--- src/rtl/exe_muldiv_ctrl.sv ---
// ============================================================================
// Module      : exe_muldiv_ctrl
// Description : Iterative MULT/MULTU/DIV/DIVU sequencer for the EXE stage.
//               Owns HI/LO and stalls the pipeline while an operation is in
//               flight. Optional macro: MULDIV_EARLY_TERM_EN (multiply early
//               termination once the remaining multiplier bits are zero).
// Revision    : 1.0 - initial release
// ============================================================================
`default_nettype none

module exe_muldiv_ctrl #(
    parameter int WIDTH = 32
) (
    input  logic             clock,
    input  logic             reset,
    input  logic             estart,
    input  logic [1:0]       eop,
    input  logic [WIDTH-1:0] ea,
    input  logic [WIDTH-1:0] eb,
    input  logic             emfhi,
    input  logic             emflo,
    output logic             stall,
    output logic             busy,
    output logic [WIDTH-1:0] hi,
    output logic [WIDTH-1:0] lo,
    output logic [WIDTH-1:0] ehilo
);

    localparam int c_CNT_W = $clog2(WIDTH + 1);

    typedef enum logic [1:0] {
        S_IDLE   = 2'd0,
        S_BUSY   = 2'd1,
        S_FINISH = 2'd2
    } state_t;

    state_t                 r_state;
    state_t                 w_next;
    logic                   r_busy;
    logic [WIDTH-1:0]       r_hi;
    logic [WIDTH-1:0]       r_lo;
    logic [c_CNT_W-1:0]     r_cnt;
    logic                   r_is_div;
    logic                   r_neg_q;
    logic                   r_neg_r;
    logic                   r_dbz;
    logic [2*WIDTH-1:0]     r_acc;
    logic [2*WIDTH-1:0]     r_mcand;
    logic [WIDTH-1:0]       r_b;

    logic                   w_a_neg;
    logic                   w_b_neg;
    logic [WIDTH-1:0]       w_a_abs;
    logic [WIDTH-1:0]       w_b_abs;
    logic [2*WIDTH-1:0]     w_mul_acc;
    logic [WIDTH:0]         w_div_hi;
    logic [WIDTH:0]         w_trial;
    logic [2*WIDTH-1:0]     w_div_acc;
    logic [2*WIDTH-1:0]     w_prod_fix;
    logic [WIDTH-1:0]       w_quo;
    logic [WIDTH-1:0]       w_rem;

    // eop[0]==0 selects the signed flavour of both MULT and DIV
    assign w_a_neg = ~eop[0] & ea[WIDTH-1];
    assign w_b_neg = ~eop[0] & eb[WIDTH-1];
    assign w_a_abs = w_a_neg ? -ea : ea;
    assign w_b_abs = w_b_neg ? -eb : eb;

    assign w_mul_acc = r_b[0] ? (r_acc + r_mcand) : r_acc;

    // r_acc holds {remainder, dividend/quotient}; trial-subtract on the shifted remainder
    assign w_div_hi  = r_acc[2*WIDTH-1:WIDTH-1];
    assign w_trial   = w_div_hi - {1'b0, r_b};
    assign w_div_acc = w_trial[WIDTH] ? {r_acc[2*WIDTH-2:0], 1'b0}
                                      : {w_trial[WIDTH-1:0], r_acc[WIDTH-2:0], 1'b1};

    assign w_prod_fix = r_neg_q ? -r_acc : r_acc;
    assign w_quo      = r_dbz ? {WIDTH{1'b1}}
                              : (r_neg_q ? -r_acc[WIDTH-1:0] : r_acc[WIDTH-1:0]);
    assign w_rem      = r_neg_r ? -r_acc[2*WIDTH-1:WIDTH] : r_acc[2*WIDTH-1:WIDTH];

    always_comb begin
        w_next = r_state;
        case (r_state)
            S_IDLE: begin
                if (estart) begin
                    w_next = S_BUSY;
                end
            end
            S_BUSY: begin
                if (r_cnt == c_CNT_W'(1)) begin
                    w_next = S_FINISH;
                end
`ifdef MULDIV_EARLY_TERM_EN
                else if (!r_is_div && (r_b[WIDTH-1:1] == '0)) begin
                    w_next = S_FINISH;
                end
`endif
            end
            S_FINISH: w_next = S_IDLE;
            default:  w_next = S_IDLE;
        endcase
    end

    always_ff @(posedge clock) begin
        if (reset) begin
            r_state  <= S_IDLE;
            r_busy   <= 1'b0;
            r_hi     <= '0;
            r_lo     <= '0;
            r_cnt    <= '0;
            r_is_div <= 1'b0;
            r_neg_q  <= 1'b0;
            r_neg_r  <= 1'b0;
            r_dbz    <= 1'b0;
            r_acc    <= '0;
            r_mcand  <= '0;
            r_b      <= '0;
        end else begin
            r_state <= w_next;
            r_busy  <= (w_next != S_IDLE);
            case (r_state)
                S_IDLE: begin
                    if (estart) begin
                        r_is_div <= eop[1];
                        r_neg_q  <= w_a_neg ^ w_b_neg;
                        r_neg_r  <= w_a_neg;
                        r_dbz    <= (eb == '0);
                        r_cnt    <= c_CNT_W'(WIDTH);
                        r_b      <= w_b_abs;
                        r_mcand  <= {{WIDTH{1'b0}}, w_a_abs};
                        r_acc    <= eop[1] ? {{WIDTH{1'b0}}, w_a_abs} : '0;
                    end
                end
                S_BUSY: begin
                    r_cnt <= r_cnt - c_CNT_W'(1);
                    if (r_is_div) begin
                        r_acc <= w_div_acc;
                    end else begin
                        r_acc   <= w_mul_acc;
                        r_mcand <= r_mcand << 1;
                        r_b     <= r_b >> 1;
                    end
                end
                S_FINISH: begin
                    if (r_is_div) begin
                        r_hi <= w_rem;
                        r_lo <= w_quo;
                    end else begin
                        r_hi <= w_prod_fix[2*WIDTH-1:WIDTH];
                        r_lo <= w_prod_fix[WIDTH-1:0];
                    end
                end
                default: ;
            endcase
        end
    end

    assign busy  = r_busy;
    assign hi    = r_hi;
    assign lo    = r_lo;
    assign stall = (r_state != S_IDLE) & (estart | emfhi | emflo);
    assign ehilo = emfhi ? r_hi : r_lo;

endmodule

`default_nettype wire
--- config.mk ---
export PLATFORM = sky130hd
export DESIGN_NAME = exe_muldiv_ctrl
export DESIGN_NICKNAME = d
export VERILOG_FILES = /design/src/rtl/exe_muldiv_ctrl.sv
export SDC_FILE = /design/constraint.sdc
export NUM_CORES = 1
export LEC_CHECK = 0
export CORE_MARGIN = 2
export CORE_UTILIZATION = 58
export CTS_CLUSTER_DIAMETER = 50
export CTS_CLUSTER_SIZE = 40
export DETAILED_ROUTE_END_ITERATION = 6
export PLACE_DENSITY = 0.8
export REMOVE_ABC_BUFFERS = 1
export SLEW_MARGIN = 20
export SYNTH_ARGS = -nofsm -noshare
export SYNTH_HDL_FRONTEND = slang
export SYNTH_SLANG_ARGS = --single-unit
--- constraint.sdc ---
create_clock -name clock -period 7.9 [get_ports clock]
set_input_delay 1.185 -clock clock [delete_from_list [all_inputs] [get_ports clock]]
set_output_delay 1.185 -clock clock [all_outputs]
set_load 0.1 [all_outputs]
== Yosys cells after proc, flatten, opt, wreduce, memory -nomap -nowiden ==
Cells that the tools add are included.
Widths: inputs -> output; s select.
Operators by class
  add/sub/neg operators: 8
  equality and inequality tests: 6
  muxes and demuxes: 26
  bitwise gates (word level): 7
  reductions and logical operators: 9
Operators with widths (count)
  $mux 64: 7
  $mux 32: 11
  $pmux 64 s2: 2
  $neg 32->32: 4
  $add 64x64->64: 1
  $neg 64->64: 1
  $pmux 32 s2: 1
  $sub 33x32->33: 1
  $logic_not 32->1: 1
  $pmux 6 s2: 1
  $eq 6x1->1 const B: 1
  $mux 6: 1
  $reduce_and 3->1: 2
  $reduce_bool 2->1: 3
  $sub 6x1->6 const B: 1
  $mux 2: 2
  $ne 2x2->1 const B: 2
  $pmux 2 s2: 1
  $reduce_and 2->1: 2
  $and 1x1->1: 3
  $ne 3x3->1 const B: 1
  $eq 2x1->1 const B: 1
  $eq 2x2->1 const B: 1
  $logic_not 2->1: 1
  3 further kinds: 4
Storage, ports and cells
  register bits after elaboration: 237
  input port bits: 71
  output and inout port bits: 98
  word-level logic and storage cells: 68

== Depth between registers and ports, before layout ==
  depth after elaboration: 6
  gate-level depth with buffers: 15
  mapped depth without buffers: 13

== Least setup slack after synthesis ==
OpenSTA, ideal clock, no wires.
  kind: in2out
  from: input port emfhi
  to: output port stall
  arrival time: 3075 ps
  data required time: 6715 ps
  path slack: 3640 ps
  cell stages on the path: 4
  path buffers: 2
  path through: clkbuf_1 > clkbuf_1 > nor3_1 > nor2_1
On the way
  longest elaborated chain between the ends: 3
Ends and longest elaborated chain
  start, declared: RTL line 20  | input logic emfhi,
  $or 1x1->1 (2 in series): RTL line 162  | assign stall = (r_state != S_IDLE) & (estart | emfhi | emflo);
  $and 1x1->1: RTL line 162
  end, declared: RTL line 22  | output logic stall,
No other way between the ends.

== Worst setup path in the final report ==
  from: input port emfhi
  to: output port ehilo[14]
On the way
  longest elaborated chain between the ends: 1
Ends and longest elaborated chain
  $mux 32: RTL line 163  | assign ehilo = emfhi ? r_hi : r_lo;
  end, declared: RTL line 26  | output logic [WIDTH-1:0] ehilo
No other way between the ends.

==> results.py <==
metrics = {
    "detailed_routing": {
        "vias_per_cell": 6.65,
        "num_vias": 20000,
        "wirelength_um": 64100,
        "remaining_drc_errors": 0,
        "post_drt_wl_per_cell_um": 21.3,
        "drt_iter0_drc": 2452,
        "detailedRoute.firstPassIterationCount": 6,
        "drtAntennaViolNets": 0,
    },
    "worst_setup_path": {
        "setup.worst_path.end_class": "primary output",
        "timing.setup.critical_path_class": "input pin to primary output",
        "crit_arrival_ns": 3.33,
        "rr_worst_depth": 13,
        "cp_max_fo": 33,
        "worstSetupStartpointType": "input pin",
        "critical_path_required_ns": 6.71,
    },
    "clock_network": {
        "ctsHoldBuffers": 0,
        "cts_inserted_buffers": 31,
        "clk_path_buf_depth": 3,
        "cts_repair_resize_count": 0,
        "number_of_sinks_handled_by_clock_tree_synthesis": 237,
        "clk_transition_reported_paths_ns": 0.06,
        "cts_setup_buffers": 0,
        "clock_insertion_delay_at_the_later_pin_of_the_skew_report_ns": 0.58,
        "cts.htree.levels": 1,
        "cts_root_buf": "clkbuf_16",
        "tritoncts": "yes",
    },
    "synthesis": {
        "async_reset_ff_frac": 0,
        "synth_sequential_area_ratio": 0.254,
        "cell_area_synth_um2": 18700,
        "synthDominantCellAreaShare": 0.254,
        "synthCells": 2529,
        "post_synth_edffs": 0,
        "synthDominantAreaCellType": "dfxtp_1",
        "synth.avg_cell_area_um2": 7.38,
        "synth-warning-count": 0,
        "post_synth_num_cell_types": 79,
        "synth.ff_latch_count": 237,
        "yosys-top-cells-area": "dfxtp_1 25%, nor2_1 7.5%, a21oi_1 7.0%, ha_1 6.8%, a211oi_1 5.0%",
        "postSynth.topFlopCell": "dfxtp_1",
    },
    "global_routing": {
        "maximum_number_of_pins_on_one_net_before_global_route_repair": 107,
        "grt_overflow": 0,
        "globalRouteTotalUtil": 0.369,
        "grt_pass1_wl_um": 99600,
        "antenna_violations_before_repair": 0,
        "first_global_vias": 18100,
    },
    "finish": {
        "drive_gt1_frac": 0.0609,
        "flow.area_growth_from_synthesis_pct": 15.4,
        "layout.cells.most_common": "nor2_1",
        "num-nets-final": 2759,
        "postLayoutCoreUtil": 0.681,
        "multi_input_comb_area_um2": 13100,
        "final_cells": 3013,
        "nFillCells": 2700,
        "layout.cells.most_common_list": "369 x nor2_1, 259 x a21oi_1, 236 x dfxtp_1",
        "layout.area.seq_um2": 4750,
    },
    "timing": {
        "fin_skew_ns": 0.0219,
        "setup_ws_ns": 3.39,
        "fin_setup_tns_ns": 0,
        "maxSlewHeadroom": 0.247,
        "timing_max_transition_violations_final": 0,
        "setup-violations-final": 0,
        "final-hold-violation-count": 0,
        "fin_crit_sh": 0.572,
        "max_freq_mhz": 221,
        "layout_min_cycle_time_ns": 4.51,
        "grt_setup_unrepaired": "no",
        "worst-slew-pin-transition_ns": 1.13,
    },
    "die": {
        "fp.dieArea_um2": 33600,
        "row_count": 65,
        "die_w_um": 183,
        "top_level_ports": 169,
        "floorplan.die.height_um": 183,
        "core-area_um2": 31600,
        "floorplan.initialDensity": 0.590,
    },
    "power_and_ir_drop": {
        "power_leakage_nw": 8.43,
        "power_mw": 3.91,
        "cellPowerDensity_nw_per_um2": 181,
        "max-vdd-ir-drop_mv": 0.202,
    },
    "placement": {
        "dpl.hpwl_um": 47400,
        "place.detailed.instances": 2954,
        "globalplace.congestion": 0.994,
        "place_worst_setup_slack_ns": 3.04,
        "port_buffers": 168,
    },
    "min_path": {
        "worstHoldPathType": "flip-flop to flip-flop",
        "cell_depth_of_the_worst_hold_path": 2,
    },
    "run": {
        "cap_viol_max_count": 0,
    },
    "run_status": {
        "status": "completed",
    },
}
==> kinds of logic after synthesis <==
| kind of cell | Yosys count | share of synthesized area |
|---|---|---|
| simple gates | 854 | 0.210 |
| compound gates | 848 | 0.293 |
| buf+inv | 237 | 0.0486 |
| flops | 237 | 0.254 |
| xor+xnor | 185 | 0.0868 |
| fa+ha+maj | 103 | 0.0698 |
| mux | 65 | 0.0373 |
==> flip-flops by register name, indices dropped and copies added, names as in the netlist <==
register / flops
lo: 32
busy: 1
r_dbz: 1
r_b: 32
r_cnt: 6
hi: 32
r_state: 2
r_neg_r: 1
r_mcand: 64
r_neg_q: 1
r_is_div: 1
r_acc: 64
==> path summary, 6_finish.rpt <==
kind                   from   endpoint  slack (ns)
hold reg to reg       r_dbz      r_dbz        0.47
setup reg to reg  r_acc[31]  r_acc[63]        3.44
hold / removal        r_dbz      r_dbz        0.47
setup / recovery      emfhi  ehilo[14]        3.39
==> synth_stat cells (6+ instances only) <==
master / count
o21a_1: 25
or3_1: 28
o221ai_1: 19
nor3_1: 66
o211ai_1: 7
dfxtp_1: 237
o21bai_1: 17
a22oi_1: 44
o31ai_1: 25
nand2b_1: 16
clkbuf_1: 151
o41ai_1: 9
or4_1: 9
a21o_1: 52
nand2_1: 189
a211oi_1: 124
nand4_1: 24
nor2_1: 373
ha_1: 101
a311oi_1: 11
nor2b_1: 21
mux2i_1: 28
nand3_1: 32
or2_2: 8
xor2_1: 81
buf_1: 11
nor4_1: 25
nand3b_1: 9
a31oi_1: 20
a21oi_1: 262
o21ai_0: 149
o31a_1: 6
xnor2_1: 104
inv_1: 70
and3_1: 15
a21boi_0: 8
mux2_2: 37
and2_1: 13
==> layout make-up <==
type,instances,share of cell area
Inverter,70,0.0122
Antenna cell,1,0.000116
Clock inverter,25,0.0142
Clock buffer,33,0.0368
Sequential cell,237,0.220
Tap cell,402,0.0233
Timing Repair Buffer,190,0.0861
Multi-Input combinational cell,2055,0.607
==> power breakdown <==
group | internal [mW] | total (mW) | switching [mW] | leakage (nW)
clock | 0.836 | 1.48 | 0.649 | 0.524
sequential | 1.26 | 1.36 | 0.100 | 1.93
combinational | 0.384 | 1.06 | 0.673 | 5.98
==> metrics by stage <==
stage / hold slack (ns) / area, um2
after floorplan: 0.426 / 18000
after global placement: 0.454 / 20400
after detailed placement: 0.462 / 20400
after CTS: 0.471 / 21500
after global routing: 0.487 / 21500
final: 0.470 / 21500
==> routing by layer <==
layer  global-route usage  routed length [um]  share of wire  vias up
met1                0.537               28400           0.44     9465
met4                0.108                1910          0.030        0
li1                     -                   -              -     9349
met3               0.0584                6700           0.10      128
met5                    0                   0              0        -
met2                0.561               27200           0.42     1096
==> worst max-delay path, cell delays in order <==
cell and delay, ns:
buf_2 0.66, mux2_2 0.30, clkdlybuf4s50_1 1.15
Power figures use the tool's default switching activity.
